`config.mk`:
```
export PLATFORM = sky130hd
export DESIGN_NAME = tm_lif_array
export DESIGN_NICKNAME = d
export VERILOG_FILES = /design/src/rtl/tm_lif_pkg.sv /design/src/rtl/tm_lif_array_core.sv /design/src/rtl/tm_lif_array.sv
export SDC_FILE = /design/constraint.sdc
export NUM_CORES = 1
export LEC_CHECK = 0
export ABC_AREA = 1
export BUFFER_PORTS_ARGS = -buffer_cell sky130_fd_sc_hd__buf_2
export CAP_MARGIN = 20
export CORE_UTILIZATION = 61
export DETAILED_ROUTE_END_ITERATION = 6
export GPL_TIMING_DRIVEN = 0
export PLACE_DENSITY = 0.78
export SETUP_SLACK_MARGIN = 0.2
export SLEW_MARGIN = 20
export SYNTH_ARGS = -nofsm -noshare
export SYNTH_HDL_FRONTEND = slang
export SYNTH_SLANG_ARGS = --single-unit
```
`constraint.sdc`:
```
create_clock -name clk -period 4.9 [get_ports clk]
set_clock_uncertainty 0.1 [all_clocks]
set_input_delay 0.245 -clock clk [delete_from_list [all_inputs] [get_ports clk]]
set_output_delay 0.245 -clock clk [all_outputs]
set_load 0.02 [all_outputs]
```
`src/rtl/tm_lif_pkg.sv`:
```
// Shared constants and arithmetic helpers for the time-multiplexed LIF neuron array.
package tm_lif_pkg;

  localparam int RST_ZERO = 0;
  localparam int RST_SUB  = 1;
  localparam int SAT_W    = 8;

  // Unsigned add clamped to the largest w-bit value (w at most 32).
  function automatic logic [31:0] sat_add(input logic [31:0] a,
                                          input logic [31:0] b,
                                          input int          w = SAT_W);
    logic [32:0] sum;
    logic [32:0] maxVal;
    sum    = {1'b0, a} + {1'b0, b};
    maxVal = (33'd1 << w) - 33'd1;
    return 32'((sum > maxVal) ? maxVal : sum);
  endfunction

endpackage

```
`src/rtl/tm_lif_array_core.sv`:
```
// Combinational single-neuron update: leak, saturating integrate, threshold compare, post-spike reset.
module lif_update_core
  import tm_lif_pkg::*;
#(
  parameter int W          = 8,
  parameter int LEAK_SHIFT = 1,
  parameter int RESET_MODE = RST_ZERO
) (
  input  logic [W-1:0] i_state,
  input  logic [W-1:0] i_current,
  input  logic [W-1:0] i_thresh,
  input  logic         i_refr_nonzero,
  output logic [W-1:0] o_next_state,
  output logic         o_spike
);

  logic [W-1:0] w_leaked;
  logic [W-1:0] w_sum;

  assign w_leaked = i_state >> LEAK_SHIFT;
  assign w_sum    = W'(sat_add(32'(w_leaked), 32'(i_current), W));

  // A refractory neuron is forced silent and discharged, whatever current arrives.
  always_comb begin
    o_next_state = w_sum;
    o_spike      = 1'b0;
    if (i_refr_nonzero) begin
      o_next_state = '0;
    end else if (w_sum >= i_thresh) begin
      o_spike      = 1'b1;
      o_next_state = (RESET_MODE == RST_SUB) ? (w_sum - i_thresh) : '0;
    end
  end

endmodule

```
`src/rtl/tm_lif_array.sv`:
```
// Time-multiplexed LIF neuron array: one shared update core sweeps all neurons, framing a spike vector per sweep.
module tm_lif_array
  import tm_lif_pkg::*;
#(
  parameter int N_NEURONS   = 8,
  parameter int W           = 8,
  parameter int LEAK_SHIFT  = 1,
  parameter int THRESH_INIT = 127,
  parameter int REFRACT     = 2,
  parameter int RESET_MODE  = 0,
  localparam int IW         = $clog2(N_NEURONS)
) (
  input  logic                 clk,
  input  logic                 rst,
  input  logic                 en,
  input  logic [W-1:0]         current_in,
  output logic [IW-1:0]        idx_out,
  input  logic                 thr_we,
  input  logic [IW-1:0]        thr_addr,
  input  logic [W-1:0]         thr_data,
  output logic [W-1:0]         state_out,
  output logic [IW-1:0]        state_idx,
  output logic [N_NEURONS-1:0] spike_out,
  output logic                 spike_valid
);

  localparam int RW = (REFRACT > 0) ? $clog2(REFRACT + 1) : 1;

  logic [IW-1:0]        r_slot;
  logic [W-1:0]         r_state [N_NEURONS];
  logic [RW-1:0]        r_refr  [N_NEURONS];
  logic [W-1:0]         r_thr   [N_NEURONS];
  logic [N_NEURONS-1:0] r_acc;

  logic [W-1:0]         w_nextState;
  logic                 w_spike;
  logic                 w_refrNonzero;
  logic                 w_last;
  logic                 w_thrInRange;
  logic [N_NEURONS-1:0] w_accNext;

  assign idx_out       = r_slot;
  assign w_refrNonzero = (r_refr[r_slot] != '0);
  assign w_last        = (r_slot == IW'(N_NEURONS - 1));
  assign w_thrInRange  = ({1'b0, thr_addr} < (IW + 1)'(N_NEURONS));

  lif_update_core #(
    .W          (W),
    .LEAK_SHIFT (LEAK_SHIFT),
    .RESET_MODE (RESET_MODE)
  ) u_core (
    .i_state        (r_state[r_slot]),
    .i_current      (current_in),
    .i_thresh       (r_thr[r_slot]),
    .i_refr_nonzero (w_refrNonzero),
    .o_next_state   (w_nextState),
    .o_spike        (w_spike)
  );

  always_comb begin
    w_accNext         = r_acc;
    w_accNext[r_slot] = w_spike;
  end

  // Threshold writes read-before-write: the core above already sees the old value this cycle.
  always_ff @(posedge clk) begin
    if (rst) begin
      r_slot      <= '0;
      r_acc       <= '0;
      spike_out   <= '0;
      spike_valid <= 1'b0;
      state_out   <= '0;
      state_idx   <= '0;
      for (int i = 0; i < N_NEURONS; i++) begin
        r_state[i] <= '0;
        r_refr[i]  <= '0;
        r_thr[i]   <= W'(THRESH_INIT);
      end
    end else begin
      spike_valid <= 1'b0;
      if (en) begin
        r_state[r_slot] <= w_nextState;
        if (w_refrNonzero) begin
          r_refr[r_slot] <= r_refr[r_slot] - RW'(1);
        end else if (w_spike) begin
          r_refr[r_slot] <= RW'(REFRACT);
        end
        state_out <= w_nextState;
        state_idx <= r_slot;
        if (w_last) begin
          r_slot      <= '0;
          spike_out   <= w_accNext;
          r_acc       <= '0;
          spike_valid <= 1'b1;
        end else begin
          r_slot <= r_slot + IW'(1);
          r_acc  <= w_accNext;
        end
      end
      if (thr_we && w_thrInRange) begin
        r_thr[thr_addr] <= thr_data;
      end
    end
  end

endmodule

```
==> results of run 1 <==
==> worst min path at each step <==
stage	end	slack, ns	cells past startpoint
3_3_place_gp	state_out[1]$_SDFFE_PP0P_	0.33	2
5_1_grt	r_thr[5][4]$_SDFFCE_PN1P_	0.14	3
3_5_place_dp	r_acc[7]$_SDFFE_PP0P_	0.34	2
4_1_cts	r_thr[2][0]$_SDFFCE_PN1P_	0.12	3
2_1_floorplan	spike_valid$_SDFF_PP0_	0.28	2
6_report	r_thr[1][4]$_SDFFCE_PN1P_	0.14	3
==> report_power, final <==
| group | switching [mW] | internal, mW | leakage (nW) |
|---|---|---|---|
| clock | 0.536 | 0.734 | 0.263 |
| combinational | 0.497 | 0.205 | 1.85 |
| sequential | 0.0274 | 1.63 | 1.66 |
| total | 1.06 | 2.57 | 3.77 |
==> critical path: cells and delay by family, from the launching register on <==
kind / cells / cell delay [ns]
buffers and inverters: 7 / 1.47
and+or+nand+nor: 13 / 1.31
adders and majority gates: 2 / 0.73
AOI/OAI and AO/OA: 1 / 0.37
DFF: 1 / 0.31
==> final cells by class <==
cell class                      count  area [um^2]
Multi-Input combinational cell    618         2940
Buffer                             33          166
Fill cell                         982         3630
Timing Repair Buffer               48          250
Clock buffer                       19          433
Clock inverter                     13          109
Inverter                           84          322
Sequential cell                   170         4770
Tap cell                          172          215
==> cell usage after synthesis (all sizes together) <==
cell	number	area share
o21ai	81	0.050
xnor2	3	0.0032
nand2	224	0.11
a21o	1	0.00092
o211ai	1	0.00092
fa	1	0.0025
a21oi	15	0.0092
inv	83	0.039
nand3	40	0.029
edfxtp	136	0.50
o21bai	1	0.00092
dfxtp	34	0.084
clkbuf	18	0.0083
buf	15	0.0098
ha	18	0.028
nor3	8	0.0049
o22ai	22	0.017
or2	1	0.00077
a32o	1	0.0012
nand4	7	0.0080
a22oi	1	0.00092
o221ai	8	0.0086
nor2	185	0.086
clkinv	1	0.00046
==> flip-flops by register name, indices dropped and copies added, names as in the netlist, named ones only <==
register / count
r_acc: 8
state_out: 8
spike_out: 8
spike_valid: 1
state_idx: 3
r_refr: 16
r_thr: 64
idx_out: 3
r_state: 56
==> per-layer routing <==
layer | vias to the layer above | GRT usage | routed length, um
met1 | 3111 | 0.418 | 8290
met4 | 0 | 0.134 | 540
li1 | 3157 | - | -
met5 | - | 0 | 0
met2 | 356 | 0.500 | 9880
met3 | 53 | 0.0630 | 2050
==> repair_timing <==
item / 4_1_cts / 5_1_grt
gates cloned: 0 / 0
hold endpoints to repair: 1 / 0
buffers inserted: 0 / 2
hold buffers: 1 / 0
gates resized for setup: 3 / 22
endpoints found under the setup margin: 22 / 112
==> cells by family after synthesis <==
| group | share of synthesized area |
|---|---|
| compound gates | 0.0898 |
| xor+xnor | 0.00323 |
| fa+ha+maj | 0.0301 |
| buf+inv | 0.0571 |
| flops | 0.585 |
| simple gates | 0.235 |
==> stage by stage <==
| step | worst slack [ns] | utilization | power (mW) | std cells |
|---|---|---|---|---|
| detailed placement | 0.202 | 0.670 | 2.35 | 1122 |
| global placement | 0.226 | 0.670 | 2.33 | 1122 |
| CTS | 0.215 | 0.713 | 3.59 | 1155 |
| finish | 0.435 | 0.717 | 3.63 | 1157 |
| global route | 0.212 | 0.717 | 3.75 | 1157 |
| floorplan | 1.21 | - | 2.15 | 905 |
==> results.sh, run 1 <==
export IMPL_fmax_ghz=0.224
export IMPL_status="complete, but fails checks"
export IMPL_insertedDiodeCount=0
export IMPL_finalSetupViolCount=0
export IMPL_cts_buffer_depth=2
export IMPL_finalSetupTns_ns=0
export IMPL_slew_limit_headroom=0.272
export IMPL_final_common_cell="nand2_1"
export IMPL_timing_reg2reg_setup_slack_ns=0.43
export IMPL_portBuffers=45
export IMPL_antenna_found_initial=0
export IMPL_cts_buffers=17
export IMPL_h_tree_depth=4
export IMPL_worst_path_max_fanout=10
export IMPL_groute_usage_overall=0.313
export IMPL_drt_initial_drc_count=676
export IMPL_synth_cell_types=36
export IMPL_cp_arrival_ns=4.65
export IMPL_r2r_cells=23
export IMPL_ys_ff_latch=170
export IMPL_ys_seq_area_frac=0.585
export IMPL_worstSkewPairLatency_ns=0.43
export IMPL_wl_per_cell_um=17.9
export IMPL_period_share=0.911
export IMPL_synth_fp_nets=947
export IMPL_io_pins=46
export IMPL_clockRootBuffer="clkbuf_16"
export IMPL_power_density_nw_per_um2=395
export IMPL_p_leak_nw=3.77
export IMPL_avgViaCountPerCell=5.77
export IMPL_rows=41
export IMPL_firstDrtPassIters=7
export IMPL_die_w_um=118
export IMPL_maxCapViolCount=0
export IMPL_cts_tree="done"
export IMPL_cpPeakStageDelay_ns=0.44
export IMPL_fin_crit_ns=4.47
export IMPL_drive_gt1_frac=0.126
export IMPL_cts_sinks=170
export IMPL_failed_checks="design-rule violations"
export IMPL_syn_area_um2=8150
export IMPL_ys_warn_count=0
export IMPL_crit_type="reg2reg"
export IMPL_clkTransAtPathRegs_ns=0.06
export IMPL_critPathCaptureType="register"
export IMPL_cp_start_kind="register"
export IMPL_coreArea_um2=12800
export IMPL_drc=4
export IMPL_drtAntennaViolNets=0
export IMPL_vias=6677
export IMPL_fin_nets=1014
export IMPL_grt_pass1_wl_um=32500
export IMPL_cp_cell_sequence="clkbuf_1 -> clkinvlp_4 -> o21ai_1 -> inv_1 -> fa_1 -> inv_1 -> nand3_1 -> nand3_1 -> nand2_1 -> nand2_1 -> nor2_1 -> inv_1 -> ha_1 -> nand2_1 -> nand2_1 -> nand2_1 -> nand2_1 -> nand2_1 -> nand4_4 -> inv_4 -> buf_6 -> nand3_2 -> nor2_1"
export IMPL_finalInstanceArea_um2=9200
export IMPL_maxSlewViolCount=0
export IMPL_die_area_um2=13800
export IMPL_final_cell_mix="nand2_1, nor2_1, edfxtp_1, inv_1, o21ai_0"
export IMPL_dp_hpwl_um=14600
export IMPL_grt_ovfl_total=0
export IMPL_area_growth_pct=12.9
export IMPL_cp_slowest_cell="fa_1"
export IMPL_die_height_um=118
export IMPL_hold_violations=0
export IMPL_cpMostUsedCell="nand2_1"
export IMPL_worst_pin_slew_ns=1.08
export IMPL_hold_class="in2reg"
export IMPL_start_util=0.635
export IMPL_gp_congestion=0.898
export IMPL_avgSynthCellArea_um2=9.00
export IMPL_holdWs_ns=0.138
export IMPL_grt_max_degree=17
export IMPL_required_ns=5.08
export IMPL_worstSetupEndpoint="r_state[4][1]$_SDFFCE_PN0P_"
export IMPL_grt_pass1_vias=6366
export IMPL_ir_drop_v=0.000267
export IMPL_worstReg2RegEnd="r_state[4][1]$_SDFFCE_PN0P_"
export IMPL_placed_area_um2=8590
export IMPL_synth_cells=905
export IMPL_rsz0062_at_grt="no"
export IMPL_routed_wl_um=20800
export IMPL_worstHoldStart="thr_data[4]"
Note: power is estimated with default switching activity, not from simulation.
==> run 2: changes to the inputs <==
--- a/config.mk
+++ b/config.mk
@@ -5,10 +5,10 @@
 export SDC_FILE = /design/constraint.sdc
 export NUM_CORES = 1
 export LEC_CHECK = 0
-export ABC_AREA = 1
 export BUFFER_PORTS_ARGS = -buffer_cell sky130_fd_sc_hd__buf_2
 export CAP_MARGIN = 20
 export CORE_UTILIZATION = 61
+export CTS_CLUSTER_SIZE = 24
 export DETAILED_ROUTE_END_ITERATION = 6
 export GPL_TIMING_DRIVEN = 0
 export PLACE_DENSITY = 0.78
==> results.sh, run 2 <==
export IMPL_fin_crit_ns=4.75
export IMPL_r2r_cells=16
export IMPL_grt_pass1_wl_um=32300
export IMPL_final_cell_mix="edfxtp_1, nor2_1, buf_2, nand2b_1, buf_4"
export IMPL_finalSetupTns_ns=0
export IMPL_cp_slowest_cell="mux4_2"
export IMPL_holdWs_ns=0.0597
export IMPL_synth_top_cell_area_share=0.485
export IMPL_min_path_cells=2
export IMPL_crit_type="reg2reg"
export IMPL_postSynth_asyncResetShare=0
export IMPL_cts_tree="done"
export IMPL_worstReg2RegEnd="r_refr[6][0]$_SDFFCE_PN0P_"
export IMPL_area_growth_pct=21.1
export IMPL_final_common_cell="edfxtp_1"
export IMPL_cts_buffer_depth=2
export IMPL_synth_edff_count=136
export IMPL_ir_drop_v=0.000257
export IMPL_groute_usage_overall=0.309
export IMPL_largest_register_ff_count=64
export IMPL_finalSetupViolCount=0
export IMPL_cp_arrival_ns=4.79
export IMPL_die_w_um=119
export IMPL_coreArea_um2=13300
export IMPL_cpMostUsedCell="ha_1"
export IMPL_vias=6223
export IMPL_io_pins=46
export IMPL_cts_buffers=17
export IMPL_final_core_util=0.764
export IMPL_avgViaCountPerCell=6.46
export IMPL_cp_cell_sequence="buf_8 -> buf_12 -> mux4_2 -> mux2_2 -> ha_1 -> buf_2 -> a2111oi_0 -> a22oi_1 -> o21a_1 -> ha_1 -> o211ai_1 -> buf_4 -> o211a_4 -> o21ai_4 -> nand2_4 -> o21bai_2"
export IMPL_power_mw=4.09
export IMPL_clkTransAtPathRegs_ns=0.06
export IMPL_period_share=0.969
export IMPL_drt_initial_drc_count=800
export IMPL_syn_area_um2=8420
export IMPL_rsz0062_at_grt="yes"
export IMPL_power_density_nw_per_um2=401
export IMPL_synth_fp_nets=709
export IMPL_synth_commonest_cells="edfxtp_1, nor2_1, nand2b_1, nand2_1"
export IMPL_regArea_um2=4770
export IMPL_cts_sinks=170
export IMPL_die_height_um=119
export IMPL_fmax_ghz=0.211
export IMPL_multiInputGateArea_um2=3740
export IMPL_die_area_um2=14300
export IMPL_holdPathEnd="r_thr[2][7]$_SDFFCE_PN0P_"
export IMPL_grt_pass1_vias=5814
export IMPL_required_ns=4.94
export IMPL_maxSlewViolCount=0
export IMPL_drive_gt1_frac=0.334
export IMPL_antenna_found_initial=0
export IMPL_fin_cells=964
export IMPL_hold_class="in2reg"
export IMPL_ys_flop_type="edfxtp_1"
export IMPL_status="finished, final reports clean"
export IMPL_synth_cell_types=60
export IMPL_timing_reg2reg_setup_slack_ns=0.15
export IMPL_rows=42
export IMPL_ys_ff_latch=170
export IMPL_yosys_cell_count_top_type="edfxtp_1"
export IMPL_worstSkewPairLatency_ns=0.44
export IMPL_start_util=0.631
export IMPL_slew_limit_headroom=0.294
export IMPL_fin_nets=817
export IMPL_firstDrtPassIters=7
export IMPL_synthTopCellsByArea="edfxtp_1, mux4_2, dfxtp_1"
export IMPL_p_leak_nw=3.70
export IMPL_cp_start_kind="register"
export IMPL_h_tree_depth=4
export IMPL_ys_seq_area_frac=0.566
export IMPL_critPathCaptureType="register"
export IMPL_hold_violations=0
export IMPL_synth_cells=667
export IMPL_wl_per_cell_um=23.3
export IMPL_maxCapViolCount=0
export IMPL_clockRootBuffer="clkbuf_16"
export IMPL_routed_wl_um=22400
export IMPL_dp_hpwl_um=14400
export IMPL_ys_warn_count=0
export IMPL_worst_pin_slew_ns=1.05
export IMPL_avgSynthCellArea_um2=12.6
export IMPL_insertedDiodeCount=0
export IMPL_cpPeakStageDelay_ns=0.49
export IMPL_grt_max_degree=17
export IMPL_drc=0
export IMPL_n_fill_cell=806
export IMPL_drtAntennaViolNets=0
export IMPL_reg_top3="r_thr (64), r_state (56), r_refr (16)"
export IMPL_portBuffers=44
export IMPL_gp_congestion=0.888
export IMPL_synth_top_cell_by_area="edfxtp_1"
export IMPL_dp_cells=887
export IMPL_worstHoldStart="thr_data[7]"
export IMPL_largest_register="r_thr"
export IMPL_worst_path_max_fanout=9
export IMPL_grt_ovfl_total=0
-- run 2: what timing repair did --
item                                   4_1_cts  5_1_grt
buffers inserted                             7       37
hold buffers                                 0        0
pin swaps                                   13       23
gates resized for setup                     30       64
endpoints found under the hold margin        0        0
setup endpoints to repair                  104      104
-- run 2: per-layer routing --
layer	vias to the layer above	global-route usage	part of all wire
met1	3090	0.441	0.38
met2	394	0.475	0.49
li1	2684	-	-
met5	-	0	0
met4	0	0.116	0.032
met3	55	0.0561	0.10
-- run 2: area by class of cell --
cell class | count | area share
buffer | 38 | 0.0236
clock buffer | 17 | 0.0417
clock inverter | 15 | 0.0178
inverter | 13 | 0.00479
multi-input combinational | 446 | 0.367
sequential | 170 | 0.467
tap | 176 | 0.0216
timing repair buffer | 89 | 0.0564
-- run 2: worst max-delay path, delay by kind of cell, from the launching register on --
family | cells | cell delay (ns)
buf+inv | 4 | 0.65
flops | 1 | 0.33
simple gates | 1 | 0.14
compound gates | 7 | 1.78
fa+ha+maj | 2 | 0.65
mux | 2 | 0.79
-- run 2: worst max-delay path by stage --
| stage | startpoint | end | slack [ns] | cells past startpoint |
|---|---|---|---|---|
| after global placement | register | r_state[4][5]$_SDFFCE_PN0P_ | -0.79 | 18 |
| after floorplan | register | r_state[1][4]$_SDFFCE_PN0P_ | 0.32 | 18 |
| final | register | r_refr[6][0]$_SDFFCE_PN0P_ | 0.15 | 16 |
| after global routing | register | r_state[5][7]$_SDFFCE_PN0P_ | 0.02 | 20 |
| after CTS | register | r_state[6][5]$_SDFFCE_PN0P_ | 0.15 | 20 |
| after detailed placement | register | r_state[1][4]$_SDFFCE_PN0P_ | -0.95 | 18 |
-- run 2: cell families after synthesis --
group,Yosys count,synth area share
XOR/XNOR,2,0.00208
adder cells (fa/ha/maj),19,0.0291
flip-flops,170,0.566
AO/OA/AOI/OAI,104,0.0906
AND/OR/NAND/NOR,264,0.166
buffers and inverters,51,0.0267
multiplexers,57,0.119
-- run 2: where the power goes --
part           switching, mW  leakage [nW]  internal [mW]
Combinational          0.602          1.75          0.432
Clock                  0.545         0.289          0.841
Sequential            0.0296          1.66           1.64
-- run 2: stage by stage --
stage                     cell area [um^2]  setup slack (ns)
after global placement                8860            -0.788
after global routing                 10200            0.0191
after floorplan                       8420             0.317
after detailed placement              8870            -0.950
final                                10200             0.151
after CTS                             9630             0.152
==> run 3: changes to the inputs <==
--- a/config.mk
+++ b/config.mk
@@ -12,6 +12,7 @@
 export DETAILED_ROUTE_END_ITERATION = 6
 export GPL_TIMING_DRIVEN = 0
 export PLACE_DENSITY = 0.78
+export REMOVE_ABC_BUFFERS = 1
 export SETUP_SLACK_MARGIN = 0.2
 export SLEW_MARGIN = 20
 export SYNTH_ARGS = -nofsm -noshare
==> results.sh, run 3 (synthesis results as in run 2) <==
export IMPL_final_core_util=0.735
export IMPL_ir_drop_v=0.000405
export IMPL_worst_path_max_fanout=9
export IMPL_cp_slowest_cell="mux4_2"
export IMPL_largest_register="r_thr"
export IMPL_status="finished, final reports clean"
export IMPL_critPathCaptureType="register"
export IMPL_dp_hpwl_um=12300
export IMPL_required_ns=5.15
export IMPL_drt_initial_drc_count=663
export IMPL_hold_class="in2reg"
export IMPL_cts_buffers=17
export IMPL_n_fill_cell=859
export IMPL_period_share=0.948
export IMPL_final_common_cell="edfxtp_1"
export IMPL_place_ws_ns=-1.08
export IMPL_clkTransAtPathRegs_ns=0.06
export IMPL_drc=0
export IMPL_multiInputGateArea_um2=3700
export IMPL_slew_limit_headroom=0.292
export IMPL_finalSetupViolCount=0
export IMPL_avgViaCountPerCell=6.34
export IMPL_crit_family="compound AO/OA/AOI/OAI gates"
export IMPL_cp_cell_sequence="buf_12 -> buf_12 -> mux4_2 -> mux2_2 -> ha_4 -> o21a_1 -> o31ai_4 -> buf_4 -> and3_4 -> a211o_4 -> inv_1 -> ha_1 -> o211ai_1 -> o211a_1 -> buf_4 -> o211ai_1 -> a2111o_1 -> a21oi_1"
export IMPL_antenna_found_initial=0
export IMPL_grt_pass1_vias=5521
export IMPL_final_cell_mix="edfxtp_1, nor2_1, nand2b_1, buf_2"
export IMPL_regArea_um2=4770
export IMPL_worst_pin_slew_ns=1.05
export IMPL_reg_top3="r_thr (64), r_state (56), r_refr (16)"
export IMPL_coreArea_um2=13300
export IMPL_maxCapViolCount=0
export IMPL_die_area_um2=14300
export IMPL_drive_gt1_frac=0.299
export IMPL_clockRootBuffer="clkbuf_16"
export IMPL_worstSkewPairLatency_ns=0.43
export IMPL_maxSlewViolCount=0
export IMPL_power_density_nw_per_um2=396
export IMPL_io_pins=46
export IMPL_largest_register_ff_count=64
export IMPL_routed_wl_um=20100
export IMPL_start_util=0.631
export IMPL_p_leak_nw=3.48
export IMPL_cp_num_buf_inv=5
export IMPL_die_w_um=119
export IMPL_h_tree_depth=4
export IMPL_fin_cells=911
export IMPL_cts_sinks=170
export IMPL_groute_usage_overall=0.283
export IMPL_grt_max_degree=58
export IMPL_cts_buffer_depth=2
export IMPL_gp_congestion=0.826
export IMPL_cpPeakStageDelay_ns=0.53
export IMPL_crit_type="reg2reg"
export IMPL_finalWorstSetupSlack_ns=0.253
export IMPL_grt_ovfl_total=0
export IMPL_cp_start_kind="register"
export IMPL_portBuffers=45
export IMPL_area_growth_pct=16.4
export IMPL_firstDrtPassIters=6
export IMPL_rows=42
export IMPL_grt_pass1_wl_um=29700
export IMPL_dp_cells=851
export IMPL_fmax_ghz=0.215
export IMPL_vias=5772
export IMPL_cts_tree="done"
export IMPL_fin_nets=764
export IMPL_cp_arrival_ns=4.89
export IMPL_rsz0062_at_grt="no"
export IMPL_die_height_um=119
export IMPL_wl_per_cell_um=22.1
export IMPL_insertedDiodeCount=0
export IMPL_drtAntennaViolNets=0
export IMPL_fin_crit_ns=4.65
export IMPL_hold_violations=0
run 3: changes by cell type in the layout (fill, tap and decap cells not counted), moves of 3 or more:
cell and change:
nor2_1 +4, ha_4 -3, inv_2 -3, buf_2 -6, inv_1 +3, buf_6 -4
buf_4 -21, clkinv_1 +3, clkbuf_1 -17
run 3: path summary, 6_finish.rpt:
| path | cells after the start | endpoint | slack, ns | from |
|---|---|---|---|---|
| worst min register to register | 2 | r_acc[6]$_SDFFE_PP0P_ | 0.36 | r_acc[6]$_SDFFE_PP0P_ |
| worst max register to register | 18 | state_out[6]$_SDFFE_PP0P_ | 0.25 | register |
| worst max-delay path | 18 | state_out[6]$_SDFFE_PP0P_ | 0.25 | register |
| worst min-delay path | 2 | r_thr[4][7]$_SDFFCE_PN0P_ | 0.03 | thr_data[7] |
run 3: layout make-up:
type	instances	area share
Multi-Input combinational cell	447	0.378
Sequential cell	170	0.487
Timing Repair Buffer	73	0.0527
Tap cell	176	0.0225
Inverter	13	0.00498
Clock inverter	11	0.0106
Clock buffer	21	0.0449
run 3: layer usage:
| metal | track usage | part of all wire | vias up |
|---|---|---|---|
| li1 | - | - | 2570 |
| met1 | 0.375 | 0.38 | 2869 |
| met2 | 0.466 | 0.52 | 296 |
| met3 | 0.0475 | 0.075 | 37 |
| met4 | 0.119 | 0.025 | 0 |
| met5 | 0 | 0 | - |
run 3: power by group:
group          switching (mW)  internal [mW]
Clock                   0.535          0.739
Sequential             0.0344           1.64
Combinational           0.558          0.380
run 3: worst register-to-register path: stages, from the launching register on:
cell and delay (ns):
dfxtp_4 0.42, buf_12 0.13, buf_12 0.13, mux4_2 0.54, mux2_2 0.33, ha_4 0.32
o21a_1 0.17, o31ai_4 0.07, buf_4 0.16, and3_4 0.16, a211o_4 0.37, inv_1 0.08
ha_1 0.26, o211ai_1 0.19, o211a_1 0.28, buf_4 0.13, o211ai_1 0.15, a2111o_1 0.44
a21oi_1 0.13
run 3: stage by stage:
step | total power, mW | hold slack (ns) | area [um^2] | setup TNS (ns)
after global routing | 3.99 | 0.0376 | 9810 | 0
after floorplan | 2.18 | 0.214 | 8240 | -54.28
final | 3.88 | 0.0277 | 9810 | 0
after CTS | 3.69 | 0.0211 | 9420 | 0
after global placement | 2.36 | 0.338 | 8690 | -177.97
after detailed placement | 2.39 | 0.344 | 8730 | -58.10
run 3: what timing repair did:
item | CTS | global route
hold buffers | 0 | 0
resized for setup | 9 | 49
buffers inserted | 10 | 17
gates cloned | 0 | 1
pin swaps | 4 | 22
setup endpoints to repair | 104 | 92
